--- config.mk ---
export PLATFORM = sky130hd
export DESIGN_NAME = uart_tx_arbiter_flat
export DESIGN_NICKNAME = d
export VERILOG_FILES = /design/src/rtl/uart_tx_arbiter_pkg.sv /design/src/rtl/uart_tx_arbiter_if.sv /design/src/rtl/uart_tx_arbiter_picker.sv /design/src/rtl/uart_tx_arbiter.sv /design/src/flat_wrapper.sv
export SDC_FILE = /design/constraint.sdc
export NUM_CORES = 1
export LEC_CHECK = 0
export CAP_MARGIN = 20
export CELL_PAD_IN_SITES_DETAIL_PLACEMENT = 0
export CELL_PAD_IN_SITES_GLOBAL_PLACEMENT = 2
export CORE_MARGIN = 3
export CORE_UTILIZATION = 27
export DETAILED_ROUTE_END_ITERATION = 7
export GPL_TIMING_DRIVEN = 0
export PLACE_DENSITY = 0.85
export SYNTH_ARGS = -nofsm -noshare
export SYNTH_HDL_FRONTEND = slang
export SYNTH_SLANG_ARGS = --single-unit
export TNS_END_PERCENT = 10
--- constraint.sdc ---
create_clock -name uart_tx_fifo_clk -period 2.27 [get_ports uart_tx_fifo_clk]
set_input_delay 0.5675 -clock uart_tx_fifo_clk [delete_from_list [all_inputs] [get_ports uart_tx_fifo_clk]]
set_output_delay 0.5675 -clock uart_tx_fifo_clk [all_outputs]
set_load 0.005 [all_outputs]
--- src/rtl/uart_tx_arbiter_pkg.sv ---
// Shared definitions for the UART TX write-port arbiter.
// Contents: FSM state encoding, counter widths and a helper that sizes the
// source index from the requester count.
package uart_tx_arb_pkg;

  typedef enum logic {
    ST_IDLE = 1'b0,
    ST_XFER = 1'b1
  } state_t;

  localparam int BEAT_CNT_W = 8;
  localparam int IDLE_CNT_W = 16;

  // Width of a source index; never below one bit.
  function automatic int src_width(input int num_src);
    return (num_src > 1) ? $clog2(num_src) : 1;
  endfunction

endpackage

--- src/rtl/uart_tx_arbiter_if.sv ---
// Byte-stream bus between the requesters, the arbiter and the TX FIFO write
// port.
// Signals:
//   src_valid/src_data/src_last : per-source byte offer (source i at [8i+7:8i])
//   src_ready                   : per-source accept
//   uart_tx_fifo_req/data       : FIFO write strobe and byte
//   uart_tx_fifo_full           : FIFO full
// Modports: master = arbiter, slave = requesters plus FIFO side.
interface uart_tx_arbiter_if #(
  parameter int NUM_SRC = 4
);
  logic [NUM_SRC-1:0]   src_valid;
  logic [8*NUM_SRC-1:0] src_data;
  logic [NUM_SRC-1:0]   src_last;
  logic [NUM_SRC-1:0]   src_ready;
  logic                 uart_tx_fifo_req;
  logic [7:0]           uart_tx_fifo_data;
  logic                 uart_tx_fifo_full;

  modport master (
    input  src_valid, src_data, src_last, uart_tx_fifo_full,
    output src_ready, uart_tx_fifo_req, uart_tx_fifo_data
  );

  modport slave (
    output src_valid, src_data, src_last, uart_tx_fifo_full,
    input  src_ready, uart_tx_fifo_req, uart_tx_fifo_data
  );
endinterface

--- src/rtl/uart_tx_arbiter_picker.sv ---
// Combinational round-robin pick.
// Ports:
//   valid      in  per-source request vector
//   last_grant in  index of the previous owner
//   pick       out first valid index scanning upward from last_grant+1 with wrap
//   any_valid  out at least one request present
module rr_priority_picker
  import uart_tx_arb_pkg::*;
#(
  parameter int NUM_SRC = 4,
  parameter int SRC_W   = src_width(NUM_SRC)
) (
  input  logic [NUM_SRC-1:0] valid,
  input  logic [SRC_W-1:0]   last_grant,
  output logic [SRC_W-1:0]   pick,
  output logic               any_valid
);

  logic [SRC_W-1:0] idx;

  // Walk offsets from farthest to nearest so the nearest valid source
  // (lowest offset after last_grant) is the one left standing.
  always_comb begin
    pick      = last_grant;
    any_valid = 1'b0;
    idx       = '0;
    for (int k = NUM_SRC; k >= 1; k--) begin
      idx = SRC_W'((int'(last_grant) + k) % NUM_SRC);
      if (valid[idx]) begin
        pick      = idx;
        any_valid = 1'b1;
      end
    end
  end

endmodule

--- src/rtl/uart_tx_arbiter.sv ---
// Packet-level round-robin arbiter sharing the UART TX FIFO write port.
// A grant is held from the first byte through the byte flagged last; a
// length limit and an idle timeout release runaway or stalled owners.
// Ports:
//   uart_tx_fifo_clk  in  sole clock, rising edge
//   reset             in  synchronous, active high
//   bus               --  uart_tx_arbiter_if.master (sources + FIFO write)
//   grant_id          out current / most recent owner
//   busy              out a grant is active
//   err_timeout       out one-cycle pulse after an idle-timeout release
//   err_len           out one-cycle pulse after a length-limit release
module uart_tx_arbiter
  import uart_tx_arb_pkg::*;
#(
  parameter int NUM_SRC     = 4,
  parameter int MAX_PKT_LEN = 64,
  parameter int TIMEOUT     = 1024,
  localparam int SRC_W      = src_width(NUM_SRC)
) (
  input  logic               uart_tx_fifo_clk,
  input  logic               reset,
  uart_tx_arbiter_if.master  bus,
  output logic [SRC_W-1:0]   grant_id,
  output logic               busy,
  output logic               err_timeout,
  output logic               err_len
);

  localparam logic [BEAT_CNT_W-1:0] BEAT_LIMIT = BEAT_CNT_W'(MAX_PKT_LEN - 1);
  localparam logic [IDLE_CNT_W-1:0] IDLE_LIMIT = IDLE_CNT_W'(TIMEOUT - 1);

  state_t                 state;
  logic [BEAT_CNT_W-1:0]  beat_cnt;
  logic [IDLE_CNT_W-1:0]  idle_cnt;

  logic [7:0]             src_bytes [NUM_SRC];
  logic [SRC_W-1:0]       pick;
  logic                   any_valid;
  logic                   in_xfer;
  logic                   sel_valid;
  logic                   beat;

  always_comb begin
    for (int i = 0; i < NUM_SRC; i++) begin
      src_bytes[i] = bus.src_data[8*i +: 8];
    end
  end

  rr_priority_picker #(
    .NUM_SRC (NUM_SRC),
    .SRC_W   (SRC_W)
  ) u_picker (
    .valid      (bus.src_valid),
    .last_grant (grant_id),
    .pick       (pick),
    .any_valid  (any_valid)
  );

  assign in_xfer   = (state == ST_XFER);
  assign sel_valid = bus.src_valid[grant_id];
  assign beat      = in_xfer & sel_valid & ~bus.uart_tx_fifo_full;

  // Straight pass-through from the owner to the FIFO; the source holds its
  // byte while the FIFO is full.
  always_comb begin
    bus.src_ready = '0;
    if (in_xfer) begin
      bus.src_ready[grant_id] = ~bus.uart_tx_fifo_full;
    end
  end

  assign bus.uart_tx_fifo_req  = beat;
  assign bus.uart_tx_fifo_data = src_bytes[grant_id];

  always_ff @(posedge uart_tx_fifo_clk) begin
    if (reset) begin
      state       <= ST_IDLE;
      grant_id    <= SRC_W'(NUM_SRC - 1);
      beat_cnt    <= '0;
      idle_cnt    <= '0;
      busy        <= 1'b0;
      err_timeout <= 1'b0;
      err_len     <= 1'b0;
    end else begin
      err_timeout <= 1'b0;
      err_len     <= 1'b0;
      case (state)
        ST_IDLE: begin
          if (any_valid) begin
            grant_id <= pick;
            beat_cnt <= '0;
            idle_cnt <= '0;
            state    <= ST_XFER;
            busy     <= 1'b1;
          end
        end
        ST_XFER: begin
          if (beat) begin
            idle_cnt <= '0;
            if (bus.src_last[grant_id]) begin
              state <= ST_IDLE;
              busy  <= 1'b0;
            end else if (beat_cnt == BEAT_LIMIT) begin
              // Rest of this source's stream re-arbitrates as a new packet.
              state   <= ST_IDLE;
              busy    <= 1'b0;
              err_len <= 1'b1;
            end else begin
              beat_cnt <= beat_cnt + BEAT_CNT_W'(1);
            end
          end else if (!sel_valid) begin
            // Stalls caused by a full FIFO are not the owner's fault and
            // do not advance the idle counter.
            if (idle_cnt == IDLE_LIMIT) begin
              state       <= ST_IDLE;
              busy        <= 1'b0;
              err_timeout <= 1'b1;
            end else begin
              idle_cnt <= idle_cnt + IDLE_CNT_W'(1);
            end
          end
        end
        default: begin
          state <= ST_IDLE;
          busy  <= 1'b0;
        end
      endcase
    end
  end

endmodule

--- src/flat_wrapper.sv ---
// flat-port wrapper written by rule: the top's interface ports become plain ports
module uart_tx_arbiter_flat import uart_tx_arb_pkg::*;
#(
  parameter int NUM_SRC     = 4,
  parameter int MAX_PKT_LEN = 64,
  parameter int TIMEOUT     = 1024,
  localparam int SRC_W      = src_width(NUM_SRC)
)
  (uart_tx_fifo_clk, reset, grant_id, busy, err_timeout, err_len, bus_src_valid, bus_src_data, bus_src_last, bus_uart_tx_fifo_full, bus_src_ready, bus_uart_tx_fifo_req, bus_uart_tx_fifo_data);
  uart_tx_arbiter_if #(.NUM_SRC(NUM_SRC)) bus_i ();
  input  logic uart_tx_fifo_clk;
  input  logic reset;
  output logic [SRC_W-1:0] grant_id;
  output logic busy;
  output logic err_timeout;
  output logic err_len;
  input wire logic [$bits(bus_i.src_valid)-1:0] bus_src_valid;
  input wire logic [$bits(bus_i.src_data)-1:0] bus_src_data;
  input wire logic [$bits(bus_i.src_last)-1:0] bus_src_last;
  input wire logic [$bits(bus_i.uart_tx_fifo_full)-1:0] bus_uart_tx_fifo_full;
  output wire logic [$bits(bus_i.src_ready)-1:0] bus_src_ready;
  output wire logic [$bits(bus_i.uart_tx_fifo_req)-1:0] bus_uart_tx_fifo_req;
  output wire logic [$bits(bus_i.uart_tx_fifo_data)-1:0] bus_uart_tx_fifo_data;
  assign bus_i.src_valid = bus_src_valid;
  assign bus_i.src_data = bus_src_data;
  assign bus_i.src_last = bus_src_last;
  assign bus_i.uart_tx_fifo_full = bus_uart_tx_fifo_full;
  assign bus_src_ready = bus_i.src_ready;
  assign bus_uart_tx_fifo_req = bus_i.uart_tx_fifo_req;
  assign bus_uart_tx_fifo_data = bus_i.uart_tx_fifo_data;
  uart_tx_arbiter #(.NUM_SRC(NUM_SRC), .MAX_PKT_LEN(MAX_PKT_LEN), .TIMEOUT(TIMEOUT)) u_core (.uart_tx_fifo_clk(uart_tx_fifo_clk), .reset(reset), .bus(bus_i), .grant_id(grant_id), .busy(busy), .err_timeout(err_timeout), .err_len(err_len));
endmodule
=== Word level (Yosys, flattened, before mapping) ===
Index checks and enable logic that the tools add are counted.

* Mux-type cells: 52
* Bitwise logic cells: 7
* Reductions and logical operators: 8
* Equality and inequality tests: 10
* $add $sub $neg: 6
* Magnitude comparators: 7

{| class="wikitable"
|+ Operators by type and width
! kind !! number
|-
| $mux W16 || 4
|-
| $mux W8 || 6
|-
| $pmux W16 S2 || 1
|-
| $mux W1 || 25
|-
| $add A16 B1 Y16 const B || 1
|-
| $bmux W8 S2 || 1
|-
| $eq A16 B10 Y1 const B || 1
|-
| $pmux W8 S2 || 1
|-
| $lt A2 B3 Y1 const B || 5
|-
| $bmux W1 S2 || 6
|-
| $ne A3 B3 Y1 const B || 3
|-
| $add A8 B1 Y8 const B || 1
|-
| $eq A8 B6 Y1 const B || 1
|-
| $mux W2 || 4
|-
| $reduce_and A4 Y1 || 2
|-
| $reduce_or A4 Y1 || 2
|-
| $ne A2 B2 Y1 const B || 3
|-
| $reduce_and A3 Y1 || 2
|-
| $add A2 B1 Y2 const B || 2
|-
| $add A2 B2 Y2 const B || 2
|-
| $and A4 B4 Y4 || 1
|-
| $mux W4 || 1
|-
| $ne A4 B4 Y1 const B || 1
|-
| $pmux W1 S2 || 2
|-
| 9 further kinds || 12
|}

* Register bits: 30
* Input port bits: 43
* Word-level logic and storage cells: 97

=== Logic depth before layout (Yosys ltp) ===
* Depth in word-level cells: 9
* Gate-level depth with buffers: 7
* Gate-level depth less buffers: 6

=== Cells and area by module ===
Synthesis repeated with hierarchy kept, for this count alone.

* Cells, all modules: 214
* Area total of the unflattened synthesis: 1879.3 um^2

{| class="wikitable"
|+ By module, submodules not included
! module !! times used !! cells an instance !! sequential area each (um^2) !! area each (um^2)
|-
| uart_tx_arbiter || 1 || 200 || 600.6 || 1796.7
|-
| rr_priority_picker || 1 || 14 || 0.0 || 82.6
|}

=== Worst setup path before layout ===
OpenSTA, ideal clock, no wires.

* Kind: register -> output
* From: register u_core.grant_id[0]
* To: output bus_uart_tx_fifo_data[0]
* Data arrival time: 1.466 ns
* Path slack: 0.237 ns
* Required time: 1.702 ns
* Stages on the path, launching flop included: 4
* Cell sequence: dfxtp_1 > buf_2 > buf_2 > mux4_2

* Longest elaborated chain between the ends: 4

{| class="wikitable"
|+ Ends and longest elaborated chain
! element !! line !! RTL
|-
| start: declaration || uart_tx_arbiter.sv:23 || <nowiki>output logic [SRC_W-1:0] grant_id,</nowiki>
|-
| start signal: assignment || uart_tx_arbiter.sv:78 || <nowiki>grant_id <= SRC_W'(NUM_SRC - 1);</nowiki>
|-
| start signal: assignment || uart_tx_arbiter.sv:90 || <nowiki>grant_id <= pick;</nowiki>
|-
| $not A2 Y3 (implied by the code) || uart_tx_arbiter.sv:73 || <nowiki>assign bus.uart_tx_fifo_data = src_bytes[grant_id];</nowiki>
|-
| $bmux W8 S2 || uart_tx_arbiter.sv:73 ||
|-
| $mux W8 (implied by the code) (2 in series) || uart_tx_arbiter.sv:73 ||
|-
| end: declaration || flat_wrapper.sv:23 || <nowiki>output wire logic [$bits(bus_i.uart_tx_fifo_data)-1:0] bus_uart_tx_fifo_data;</nowiki>
|}

No other way between the ends. The select of a mux whose other input is x is not followed.

=== Worst setup path after layout ===
* From: input bus_src_valid[3]
* To: output bus_uart_tx_fifo_req

* Longest elaborated chain between the ends: 4

{| class="wikitable"
|+ Ends and longest elaborated chain
! element !! line !! RTL
|-
| start: declaration || flat_wrapper.sv:17 || <nowiki>input wire logic [$bits(bus_i.src_valid)-1:0] bus_src_valid;</nowiki>
|-
| $bmux W1 S2 || uart_tx_arbiter.sv:60 || <nowiki>assign sel_valid = bus.src_valid[grant_id];</nowiki>
|-
| $mux W1 (implied by the code) || uart_tx_arbiter.sv:60 ||
|-
| $and A1 B1 Y1 (2 in series) || uart_tx_arbiter.sv:61 || <nowiki>assign beat = in_xfer & sel_valid & ~bus.uart_tx_fifo_full;</nowiki>
|-
| end: declaration || flat_wrapper.sv:22 || <nowiki>output wire logic [$bits(bus_i.uart_tx_fifo_req)-1:0] bus_uart_tx_fifo_req;</nowiki>
|}

No other way between the ends. The select of a mux whose other input is x is not followed.

==> impl_metrics.py <==
metrics = {
    "run_status": {
        "run_status": "completed",
    },
    "cells_and_area": {
        "final_cell_count_no_fill": 410,
        "area_delta_synth_final_pct": 44.6,
        "multi_input_area_um2": 1410,
        "antennaDiodeCount": 0,
        "fin_area_um2": 2980,
        "final-seq-area_um2": 606,
        "n_fill_cell": 716,
        "final_common_cell": "clkdlybuf4s50_1",
        "layout-drive-gt1-share_pct": 16.7,
        "nets": 360,
        "final_cell_mix": "clkdlybuf4s50_1 (43), dfxtp_1 (28), a31oi_1 (19), nand2_1 (16)",
    },
    "global_route": {
        "grt.overflow.total": 0,
        "grt_pass1_vias": 2104,
        "grt_pass1_wl_um": 10400,
        "antenna_found_initial": 0,
        "track_usage_pct": 14.6,
        "grt_max_degree": 12,
    },
    "route": {
        "first_iter_violations": 72,
        "dr.pass1.iters": 4,
        "vias": 2155,
        "drt-total-wl_um": 6110,
        "routedWlPerCell_um": 14.9,
        "routed_via_density": 5.26,
        "antenna_left": 0,
        "post-route-drc-count": 0,
    },
    "setup_path": {
        "rrSetupSlack_ns": 0.16,
        "criticalPathCategory": "in -> out",
        "worstPathRequired_ns": 1.70,
        "crit_path_start_kind": "primary input",
        "cp_max_fo": 9,
        "worstPathArrival_ns": 1.69,
        "critPathCaptureType": "output port",
        "r2r_start": "u_core.grant_id[1]",
        "rr_worst_depth": 7,
        "r2r_end": "u_core.idle_cnt[11]",
    },
    "timing": {
        "fin_skew_ns": 0.00853,
        "setup_viol": 0,
        "fmax_mhz": 444,
        "drv_slew": 0,
        "setup_tns_ns": 0,
        "finalCritPeriodShare_pct": 99.2,
        "finalHoldViolations": 0,
        "slew_headroom_pct": 61.5,
        "fin_crit_ns": 2.25,
        "rsz0062_at_grt": "true",
        "tightest_slew_ns": 0.573,
    },
    "clocking": {
        "cts.sinks": 30,
        "clockRootBuffer": "clkbuf_8",
        "cts_max_level": 2,
        "cts_tree": "built",
        "numCtsBuffers": 5,
        "clk_pin_slew_ns": 0.07,
        "insertion_delay_ns": 0.28,
        "clock_path_buffers": 2,
        "hold_buffers": 0,
    },
    "power": {
        "p_clk_share_pct": 17.9,
        "power_leakage_uw": 0.00115,
        "switching_share_pct": 35.7,
        "ir_drop_v": 0.000352,
        "p_sw_uw": 809,
        "seqPwrFrac_pct": 26.8,
        "finalPower_uw": 2270,
        "power.density_nw_per_um2": 762,
        "combPwrFrac_pct": 55.3,
        "internal_power_uw": 1460,
    },
    "die": {
        "io_pins": 61,
        "fp.dieH_um": 93.3,
        "die_w_um": 93.3,
        "core_area_um2": 7330,
        "initial_core_util_pct": 28.1,
        "fp.dieArea_um2": 8710,
        "rows": 31,
    },
    "worst_hold_path": {
        "hold_start": "u_core.idle_cnt[4]",
        "worstHoldPathCells": 1,
        "hold_end": "u_core.idle_cnt[4]",
        "hold_path_class": "reg -> reg",
    },
    "logic_synthesis": {
        "ys_ff_latch": 30,
        "synth-xor-area-share_pct": 0,
        "synth_top_family_by_area": "simple AND/OR/NAND/NOR gates",
        "synth-simple-area-share_pct": 25.1,
        "synth_mux_area_share_pct": 14.7,
        "yosysUniqueCellTypes": 52,
        "yosys_most_used_dff": "dfxtp_1",
        "ys_warn_count": 0,
        "netlist_instances": 241,
        "ys_seq_area_share_pct": 29.2,
        "synth_edf_count": 0,
        "synth_area_per_cell_um2": 8.54,
        "synth-async-reset-ratio_pct": 0,
        "synth_compound_area_share_pct": 22.8,
        "synthesis.area_um2": 2060,
        "synthAdderAreaFrac_pct": 3.65,
        "synth_nets": 290,
    },
    "place": {
        "place_area_um2": 2750,
        "dp.cells": 397,
        "hpwl_um": 4540,
        "port_buffers": 57,
        "place_congestion": 0.788,
    },
    "flow_run": {
        "maxCapViolCount": 0,
    },
}
-- flip-flops by register name (all words and copies together), names as in the netlist --
name	flops
u_core.grant_id	2
u_core.err_timeout	1
u_core.idle_cnt	16
u_core.busy	1
u_core.beat_cnt	8
u_core.err_len	1
u_core.in_xfer	1
-- power by group through the flow --
stage                     Sequential (µW)  Clock [µW]  Combinational [µW]
after floorplan                       606           0                 670
after global placement                616           0                1090
after detailed placement              615           0                1090
after CTS                             607         423                1200
after global routing                  612         442                1370
final                                 607         407                1250
-- routing by layer --
| metal | share of wire [%] | up-vias | track usage [%] |
|---|---|---|---|
| li1 | - | 1073 | - |
| met1 | 47 | 1029 | 19.9 |
| met2 | 47 | 44 | 23.6 |
| met3 | 4.1 | 9 | 3.06 |
| met4 | 1.2 | 0 | 3.42 |
| met5 | 0 | - | 0 |
-- cell usage after synthesis, types with 2 or more instances --
master,count,area [µm²]
dfxtp_1,30,601
a31oi_1,19,119
nand2_1,17,63.8
nor2_1,14,52.6
nand3_1,13,65.1
o21ai_0,11,55.1
a21oi_1,10,50.1
inv_1,10,37.5
mux4_2,9,203
and2_1,8,50.1
buf_2,7,35.0
ha_1,6,75.1
or3_1,6,37.5
a211oi_1,5,37.5
clkbuf_1,5,18.8
mux2i_1,5,50.1
nand4_1,5,31.3
nor3_1,5,25.0
and3_1,4,25.0
nand2b_1,4,25.0
nor2b_1,4,25.0
nor4_1,4,25.0
o22ai_1,3,18.8
or2_2,3,18.8
a211o_1,2,17.5
a32oi_1,2,17.5
a41oi_1,2,17.5
and4_1,2,17.5
mux2_2,2,22.5
nand3b_1,2,15.0
-- worst max-delay path, cell delays in order --
cell and delay [ns]:
clkbuf_4 0.16, mux4_2 0.53, nand2_4 0.10, inv_1 0.06, dlygate4sd2_1 0.26
-- logic make-up (layout without fill, tap and decap cells) --
group           after synthesis  after routing
compound gates               69             69
flops                        30             30
simple gates                 96             96
mux                          17             17
fa+ha+maj                     6              6
buf+inv                      23             93
-- stage by stage --
step | utilization (%) | hold slack, ns | setup WS, ns
after detailed placement | 37.5 | 0.491 | -0.703
after global placement | 37.5 | 0.467 | -0.689
final | 40.6 | 0.501 | 0.0173
after CTS | 39.8 | 0.499 | -0.0636
after global routing | 40.6 | 0.539 | -0.0243
after floorplan | - | 0.448 | 0.237
-- worst max path at each step --
| stage | start | end | cells after the start |
|---|---|---|---|
| floorplan | u_core.grant_id[0] | bus_uart_tx_fifo_data[0] | 3 |
| CTS | u_core.grant_id[0] | bus_uart_tx_fifo_data[2] | 4 |
| finish | bus_src_valid[3] | bus_uart_tx_fifo_req | 5 |
| global placement | bus_src_valid[0] | bus_uart_tx_fifo_req | 5 |
| detailed placement | bus_src_valid[0] | bus_uart_tx_fifo_req | 5 |
| global route | bus_src_valid[3] | bus_uart_tx_fifo_req | 5 |
-- layout make-up --
type,instances,area share [%]
multi-input combinational,188,47.2
inverter,10,1.26
buffer,13,3.36
clock inverter,2,0.336
clock buffer,5,2.31
tap,99,4.16
timing repair buffer,63,21.0
sequential,30,20.3
-- timing repair --
item                       in CTS  in global routing
buffers inserted                1                  4
pin swaps                       1                  2
setup endpoints to repair      28                 21
gates cloned                    1                  0
gates resized for setup        46                 13
Power figures use the tool's default switching activity.
